`config.mk`:
```
export PLATFORM = sky130hd
export DESIGN_NAME = freq_synth_flat
export DESIGN_NICKNAME = d
export VERILOG_FILES = /design/src/rtl/freq_synth_pkg.sv /design/src/rtl/freq_synth_if.sv /design/src/rtl/freq_synth_div.sv /design/src/rtl/freq_synth.sv /design/src/flat_wrapper.sv
export SDC_FILE = /design/constraint.sdc
export NUM_CORES = 1
export LEC_CHECK = 0
export ABC_CLOCK_PERIOD_IN_PS = 3900
export BUFFER_PORTS_ARGS = -buffer_cell sky130_fd_sc_hd__buf_2
export CAP_MARGIN = 20
export CORE_ASPECT_RATIO = 2
export CORE_MARGIN = 3
export CORE_UTILIZATION = 55
export DETAILED_ROUTE_END_ITERATION = 8
export HOLD_SLACK_MARGIN = 0.03
export PLACE_DENSITY = 0.78
export SETUP_SLACK_MARGIN = 0.5
export SLEW_MARGIN = 20
export SYNTH_ARGS = -nofsm -noshare
export SYNTH_HDL_FRONTEND = slang
export SYNTH_SLANG_ARGS = --single-unit
```
`constraint.sdc`:
```
create_clock -name clk -period 3.9 [get_ports clk]
set_clock_uncertainty 0.15 [all_clocks]
set_input_delay 1.17 -clock clk [delete_from_list [all_inputs] [get_ports clk]]
set_output_delay 1.17 -clock clk [all_outputs]
set_load 0.01 [all_outputs]
```
`src/rtl/freq_synth_pkg.sv`:
```
// Shared constants for the frequency synthesiser: register map, bit positions, FSM states.
package freq_synth_pkg;
  localparam logic [1:0] ADDR_TARGET = 2'd0;
  localparam logic [1:0] ADDR_CTRL   = 2'd1;
  localparam logic [1:0] ADDR_STATUS = 2'd2;
  localparam logic [1:0] ADDR_INCR   = 2'd3;

  localparam int CTRL_EN_BIT   = 0;
  localparam int STAT_BUSY_BIT = 0;
  localparam int STAT_ERR_BIT  = 1;

  typedef enum logic [1:0] {IDLE, DIVIDE, APPLY} state_e;
endpackage

```
`src/rtl/freq_synth_if.sv`:
```
// Avalon-MM slave bus of the frequency synthesiser (readLatency 1).
interface freq_synth_if;
  logic [1:0]  mm_address;
  logic        mm_write;
  logic [31:0] mm_writedata;
  logic        mm_read;
  logic [31:0] mm_readdata;

  modport master (output mm_address, mm_write, mm_writedata, mm_read, input mm_readdata);
  modport slave  (input mm_address, mm_write, mm_writedata, mm_read, output mm_readdata);
endinterface

```
`src/rtl/freq_synth_div.sv`:
```
// Restoring divider, one quotient bit per cycle. The first bit is resolved on the
// start edge itself, so N bits complete N-1 edges later with done pulsing after that.
module freq_synth_div #(
  parameter int N  = 64,
  parameter int DW = 32
) (
  input  logic          clk,
  input  logic          reset_n,
  input  logic          start,
  input  logic          abort,
  input  logic [N-1:0]  numerator,
  input  logic [DW-1:0] denominator,
  output logic          busy,
  output logic          done,
  output logic [N-1:0]  quotient
);
  localparam int CW = $clog2(N);
  localparam logic [CW-1:0] CNT_INIT = CW'(N - 1);
  localparam logic [CW-1:0] CNT_LAST = CW'(1);

  logic [DW-1:0] rem_q, den_q, src_rem, src_den;
  logic [N-1:0]  quo_q, src_quo, quo_d;
  logic [DW:0]   trial, rem_d;
  logic [CW-1:0] cnt_q;
  logic          busy_q, done_q, ge;

  always_comb begin
    src_rem = start ? '0 : rem_q;
    src_quo = start ? numerator : quo_q;
    src_den = start ? denominator : den_q;
    trial   = {src_rem, src_quo[N-1]};
    ge      = trial >= {1'b0, src_den};
    rem_d   = ge ? trial - {1'b0, src_den} : trial;
    quo_d   = {src_quo[N-2:0], ge};
  end

  always_ff @(posedge clk or negedge reset_n) begin
    if (!reset_n) begin
      rem_q  <= '0;
      quo_q  <= '0;
      den_q  <= '0;
      cnt_q  <= '0;
      busy_q <= 1'b0;
      done_q <= 1'b0;
    end else if (start) begin
      rem_q  <= rem_d[DW-1:0];
      quo_q  <= quo_d;
      den_q  <= denominator;
      cnt_q  <= CNT_INIT;
      busy_q <= 1'b1;
      done_q <= 1'b0;
    end else if (abort) begin
      busy_q <= 1'b0;
      done_q <= 1'b0;
    end else if (busy_q) begin
      rem_q  <= rem_d[DW-1:0];
      quo_q  <= quo_d;
      cnt_q  <= cnt_q - 1'b1;
      busy_q <= cnt_q != CNT_LAST;
      done_q <= cnt_q == CNT_LAST;
    end else begin
      done_q <= 1'b0;
    end
  end

  assign busy     = busy_q;
  assign done     = done_q;
  assign quotient = quo_q;
endmodule

```
`src/rtl/freq_synth.sv`:
```
// Programmable NCO: TARGET_HZ is divided into a phase increment, then a phase
// accumulator produces a square wave (MSB) and a tick on every carry-out.
module freq_synth
  import freq_synth_pkg::*;
#(
  parameter longint ReferenceClock = 100000000,
  parameter int     AccWidth       = 32,
  parameter int     FreqWidth      = 32
) (
  input  logic         clk,
  input  logic         reset_n,
  freq_synth_if.slave  mm,
  output logic         wave_out,
  output logic         tick_out
);
  localparam int N  = FreqWidth + AccWidth;
  localparam int DW = 32;
  localparam logic [FreqWidth-1:0] MAX_HZ  = FreqWidth'(ReferenceClock / 2);
  localparam logic [DW-1:0]        REF_DEN = DW'(ReferenceClock);

  state_e                state_q, state_d;
  logic [FreqWidth-1:0]  target_q, wdata_hz;
  logic [AccWidth-1:0]   incr_q, acc_q;
  logic [AccWidth:0]     sum;
  logic [31:0]           rdata_q, status_w;
  logic                  en_q, en_d, err_q, tick_q, busy, load_incr;
  logic                  wr_target, wr_ctrl, div_start, div_abort, div_busy, div_done;
  logic [N-1:0]          div_quo;
  logic                  unused_div;

  assign wdata_hz  = FreqWidth'(mm.mm_writedata);
  assign wr_target = mm.mm_write && mm.mm_address == ADDR_TARGET;
  assign wr_ctrl   = mm.mm_write && mm.mm_address == ADDR_CTRL;
  assign div_start = wr_target && wdata_hz <= MAX_HZ;
  assign div_abort = wr_target && wdata_hz > MAX_HZ;
  assign busy      = state_q != IDLE;
  assign unused_div = div_busy ^ (^div_quo[N-1:AccWidth]);

  freq_synth_div #(.N(N), .DW(DW)) u_div (
    .clk         (clk),
    .reset_n     (reset_n),
    .start       (div_start),
    .abort       (div_abort),
    .numerator   ({wdata_hz, {AccWidth{1'b0}}}),
    .denominator (REF_DEN),
    .busy        (div_busy),
    .done        (div_done),
    .quotient    (div_quo)
  );

  // A new TARGET_HZ write wins over any in-flight result, including one about to apply.
  always_comb begin
    state_d   = state_q;
    load_incr = 1'b0;
    case (state_q)
      DIVIDE:  if (div_done) state_d = APPLY;
      APPLY:   begin load_incr = 1'b1; state_d = IDLE; end
      default: state_d = state_q;
    endcase
    if (div_start) begin
      state_d   = DIVIDE;
      load_incr = 1'b0;
    end else if (div_abort) begin
      state_d   = IDLE;
      load_incr = 1'b0;
    end
  end

  always_comb begin
    status_w                = '0;
    status_w[STAT_BUSY_BIT] = busy;
    status_w[STAT_ERR_BIT]  = err_q;
  end

  assign en_d = wr_ctrl ? mm.mm_writedata[CTRL_EN_BIT] : en_q;
  assign sum  = {1'b0, acc_q} + {1'b0, incr_q};

  always_ff @(posedge clk or negedge reset_n) begin
    if (!reset_n) begin
      state_q  <= IDLE;
      target_q <= '0;
      incr_q   <= '0;
      acc_q    <= '0;
      en_q     <= 1'b0;
      err_q    <= 1'b0;
      tick_q   <= 1'b0;
      rdata_q  <= '0;
    end else begin
      state_q <= state_d;
      en_q    <= en_d;
      if (wr_target) begin
        target_q <= wdata_hz;
        err_q    <= div_abort;
      end
      if (load_incr) incr_q <= div_quo[AccWidth-1:0];
      // Disabling clears phase immediately; enabling starts from zero phase.
      acc_q  <= en_d ? sum[AccWidth-1:0] : '0;
      tick_q <= en_d & sum[AccWidth];
      if (mm.mm_read) begin
        case (mm.mm_address)
          ADDR_TARGET: rdata_q <= 32'(target_q);
          ADDR_CTRL:   rdata_q <= {31'b0, en_q};
          ADDR_STATUS: rdata_q <= status_w;
          default:     rdata_q <= 32'(incr_q);
        endcase
      end
    end
  end

  assign mm.mm_readdata = rdata_q;
  assign wave_out       = acc_q[AccWidth-1];
  assign tick_out       = tick_q;
endmodule

```
`src/flat_wrapper.sv`:
```
// flat-port wrapper written by rule: the top's interface ports become plain ports
module freq_synth_flat import freq_synth_pkg::*;
#(
  parameter longint ReferenceClock = 100000000,
  parameter int     AccWidth       = 32,
  parameter int     FreqWidth      = 32
)
  (clk, reset_n, wave_out, tick_out, mm_mm_address, mm_mm_write, mm_mm_writedata, mm_mm_read, mm_mm_readdata);
  freq_synth_if mm_i ();
  input  logic clk;
  input  logic reset_n;
  output logic wave_out;
  output logic tick_out;
  input wire logic [$bits(mm_i.mm_address)-1:0] mm_mm_address;
  input wire logic [$bits(mm_i.mm_write)-1:0] mm_mm_write;
  input wire logic [$bits(mm_i.mm_writedata)-1:0] mm_mm_writedata;
  input wire logic [$bits(mm_i.mm_read)-1:0] mm_mm_read;
  output wire logic [$bits(mm_i.mm_readdata)-1:0] mm_mm_readdata;
  assign mm_i.mm_address = mm_mm_address;
  assign mm_i.mm_write = mm_mm_write;
  assign mm_i.mm_writedata = mm_mm_writedata;
  assign mm_i.mm_read = mm_mm_read;
  assign mm_mm_readdata = mm_i.mm_readdata;
  freq_synth #(.ReferenceClock(ReferenceClock), .AccWidth(AccWidth), .FreqWidth(FreqWidth)) u_core (.clk(clk), .reset_n(reset_n), .mm(mm_i), .wave_out(wave_out), .tick_out(tick_out));
endmodule
```
==> impl_metrics.json <==
{
  "power_density_nw_per_um2": 735.9,
  "die_area_um2": 27000,
  "fin_nets": 1839,
  "stdcell_count": 2079,
  "hold_ws_ns": 0.3185,
  "die-width_um": 117.7,
  "cts_tree": "built",
  "hold_path_end": "u_core.u_div.den_q[28]",
  "num-fill-cells": 1562,
  "min_period_over_period_pct": 132.4,
  "synth_edf_count": 0,
  "core-area_um2": 24530,
  "p_int_mw": 8.577,
  "portBuffers": 71,
  "antenna_found_initial": 0,
  "async_flop_share_pct": 100.0,
  "clkPwrFrac_pct": 20.5,
  "combPwrFrac_pct": 54.5,
  "path_common_cell": "buf_12",
  "start_util_pct": 55.95,
  "insertion_delay_ns": 0.54,
  "clockBufferDepth": 3,
  "synth_cell_types": 70,
  "synthFlopType": "dfrtp_1",
  "drive_gt1_share_pct": 31.71,
  "max_stage_delay_ns": 0.57,
  "max_slew_margin_pct": 44.60,
  "rr_startpoint": "u_core.u_div.rem_q[6]",
  "cts.sinks": 269,
  "required_ns": 4.16,
  "rsz0062_at_grt": "true",
  "yosysSeqAreaShare_pct": 49.05,
  "reg2reg_depth": 14,
  "critPathCaptureType": "flop",
  "drc_errors": 0,
  "path_class": "in2reg",
  "finalSetupViolations": 33,
  "synthMuxAreaShare_pct": 3.246,
  "drv_slew": 0,
  "vdd_drop_max_v": 0.0005785,
  "p_leak_nw": 9.360,
  "hpwl_um": 27300,
  "numCtsBuffers": 25,
  "worstPathCellList": "buf_6 -> or4_4 -> nor2_1 -> o21ai_1 -> a21oi_4 -> buf_12 -> o211a_4 -> buf_4 -> nor2_4 -> ha_4 -> nand3_2 -> or4_1 -> a21o_1 -> a31oi_4 -> a31o_4 -> a221oi_4 -> and2_4 -> buf_12 -> buf_12 -> buf_16 -> a22oi_2 -> o22ai_1",
  "wl_per_cell_um": 21.39,
  "fp.dieH_um": 229.4,
  "cts_root_buf": "clkbuf_16",
  "fin_ws_ns": -1.263,
  "cpMaxStageDelayCell": "or4_4",
  "viasPerCell": 6.150,
  "vias": 12785,
  "overflow": 0,
  "finalHoldViolCount": 0,
  "ys_warn_count": 0,
  "status": "complete, but fails checks",
  "syn_area_per_cell_um2": 9.464,
  "fin_tns_setup_ns": -37.18,
  "antenna_cells": 0,
  "synth_xor_area_share_pct": 3.383,
  "worstSetupStartpointType": "primary input",
  "p_sw_share_pct": 36.40,
  "first_pass_iters": 5,
  "worstHoldPathCells": 2,
  "synth-compound-area-share_pct": 17.36,
  "ctsHoldBuffers": 0,
  "synthAdderAreaFrac_pct": 6.583,
  "syn_to_final_growth_pct": 33.54,
  "drt-total-wl_um": 44480,
  "routabilityCongestion": 0.9452,
  "ioPinCount": 72,
  "period_minus_slack_ns": 5.163,
  "drt-initial-drc-count": 1180,
  "grt_pass1_vias": 13524,
  "dp.cells": 1977,
  "syn-cell-area_um2": 13720,
  "tightest_slew_ns": 0.8310,
  "grt_use_total_pct": 31.74,
  "syn-num-nets": 1559,
  "synth-seq-cells": 269,
  "clkSlewWorstSetupHoldPaths_ns": 0.07,
  "arrival_ns": 5.42,
  "seq_power_share_pct": 25.0,
  "synth_top_family_by_area": "compound AO/OA/AOI/OAI gates",
  "grt_pass1_wl_um": 69170,
  "yosys.area_share.simple_pct": 16.80,
  "max_freq_mhz": 193.7,
  "p_sw_mw": 4.909,
  "cpLargestDelayFamily": "compound AO/OA/AOI/OAI gates",
  "worst_hold_path_type": "reg2reg",
  "violations": "negative setup slack",
  "grt_max_degree": 74,
  "critPathBufInv": 6,
  "reg2reg_to": "u_core.u_div.rem_q[25]",
  "rows": 81,
  "holdCritStartpoint": "u_core.u_div.den_q[28]",
  "postRouteAntennaNets": 0,
  "postSynthCellCount": 1450,
  "cp_max_fo": 6,
  "htreeDepth": 1,
  "regToRegSetupSlack_ns": 0.48,
  "cap_violations": 0
}
-- repair_timing --
action                                  4_1_cts  5_1_grt
pin swaps                                    34       29
gates cloned                                  9        0
endpoints found under the setup margin       65       64
endpoints found under the hold margin         0        0
gates resized for setup                     128       35
buffers inserted                             38       11
-- power groups by stage --
stage	Combinational, mW	Clock (mW)	Sequential, mW
after floorplan	3.24	0	3.31
after global routing	7.74	2.89	3.39
after global placement	5.17	0	3.36
after detailed placement	5.26	0	3.38
final	7.36	2.76	3.37
after CTS	6.53	2.78	3.34
-- flip-flops by register name (all words and copies together) (netlist names), 2 cells and up --
name                   flops
u_core.acc_q              32
u_core.incr_q             32
u_core.mm.mm_readdata     32
u_core.state_q             2
u_core.target_q           32
u_core.u_div.cnt_q         6
u_core.u_div.den_q        32
u_core.u_div.quotient     64
u_core.u_div.rem_q        32
-- worst reg2reg max path: cells and delay by family (launching register included) --
kind                       cells  cell delay [ns]
and+or+nand+nor                4             1.09
AOI/OAI and AO/OA              6             0.95
DFF                            1             0.42
buffers and inverters          3             0.39
adders and majority gates      1             0.29
-- worst max-delay path by stage --
| stage | startpoint | cells past startpoint | endpoint |
|---|---|---|---|
| 2_1_floorplan | mm_mm_writedata[11] | 21 | u_core.u_div.rem_q[5] |
| 3_3_place_gp | mm_mm_writedata[11] | 19 | u_core.u_div.rem_q[20] |
| 3_5_place_dp | mm_mm_writedata[11] | 19 | u_core.u_div.rem_q[12] |
| 4_1_cts | mm_mm_writedata[9] | 21 | u_core.u_div.rem_q[24] |
| 5_1_grt | mm_mm_writedata[9] | 21 | u_core.u_div.rem_q[20] |
| 6_report | mm_mm_writedata[9] | 22 | u_core.u_div.rem_q[25] |
-- cell usage after synthesis (11+ instances only) --
cell type	instances	area, µm²
nand2_1	290	1089
dfrtp_1	269	6731
a21oi_1	134	670.6
nor2_1	113	424.2
a22oi_1	75	563.0
ha_1	69	863.3
clkbuf_1	53	198.9
inv_1	46	172.7
a21o_1	37	277.8
and2_1	37	231.5
mux2_2	33	371.6
xor2_1	27	236.5
o21ai_0	26	130.1
xnor2_1	26	227.7
o22ai_1	21	131.4
nand3_1	20	100.1
and3_1	17	106.4
a31oi_1	11	68.82
buf_1	11	41.29
-- layout by cell type, fill, tap and decap left out, types with 9 or more instances in the layout --
cell	Yosys	layout
nand2_1	290	274
a21oi_2	1	20
o21ai_0	26	22
dfrtp_1	269	269
xor2_1	27	27
a22oi_2	0	14
nand3_1	20	18
nand2_2	0	14
buf_12	0	15
a22oi_1	75	61
inv_1	46	44
buf_4	2	222
buf_2	8	67
o21ai_1	8	9
buf_6	2	14
a21oi_1	134	113
and2_4	0	11
clkbuf_16	0	25
ha_1	69	44
mux2_2	33	33
and3_1	17	13
xnor2_1	26	26
nor2_1	113	105
ha_4	0	23
a21o_1	37	37
o22ai_1	21	20
and2_1	37	25
-- routing by layer --
layer  vias up  part of all wire, %  GRT usage, %  wire [µm]
li1       5629                    -             -          -
met1      6300                   33         32.31      14750
met2       612                   53         57.94      23560
met3       244                  4.9         3.583       2198
met4         0                  8.9         25.25       3973
met5         -                    0             0          0
-- metrics by stage --
| step | setup slack (ns) | util [%] | area (µm²) | total power, mW |
|---|---|---|---|---|
| 3_5_place_dp | -1.772 | 65.14 | 15980 | 8.635 |
| 5_1_grt | -1.344 | 74.72 | 18330 | 14.02 |
| 2_1_floorplan | -1.377 | - | 13950 | 6.548 |
| 4_1_cts | -1.114 | 73.69 | 18070 | 12.65 |
| 3_3_place_gp | -1.628 | 65.14 | 15980 | 8.532 |
| 6_report | -1.263 | 74.72 | 18330 | 13.49 |
-- area by class of cell --
cell class / count / area, µm² / share of cell area [%]
clock buffer: 31 / 688.2 / 3.755
clock inverter: 13 / 232.7 / 1.270
inverter: 46 / 175.2 / 0.9558
multi-input combinational: 1063 / 7446 / 40.63
sequential: 269 / 6731 / 36.73
tap: 332 / 415.4 / 2.267
timing repair buffer: 325 / 2638 / 14.39
-- cell families (layout without fill, tap and decap cells) --
logic type	count (synthesis)	in the layout
muxes	39	39
adders and majority gates	71	71
AOI/OAI and AO/OA	367	371
buffers and inverters	122	415
DFF	269	269
xor gates and xnor gates	53	53
and+or+nand+nor	529	529
(Power assumes the default switching activity.)
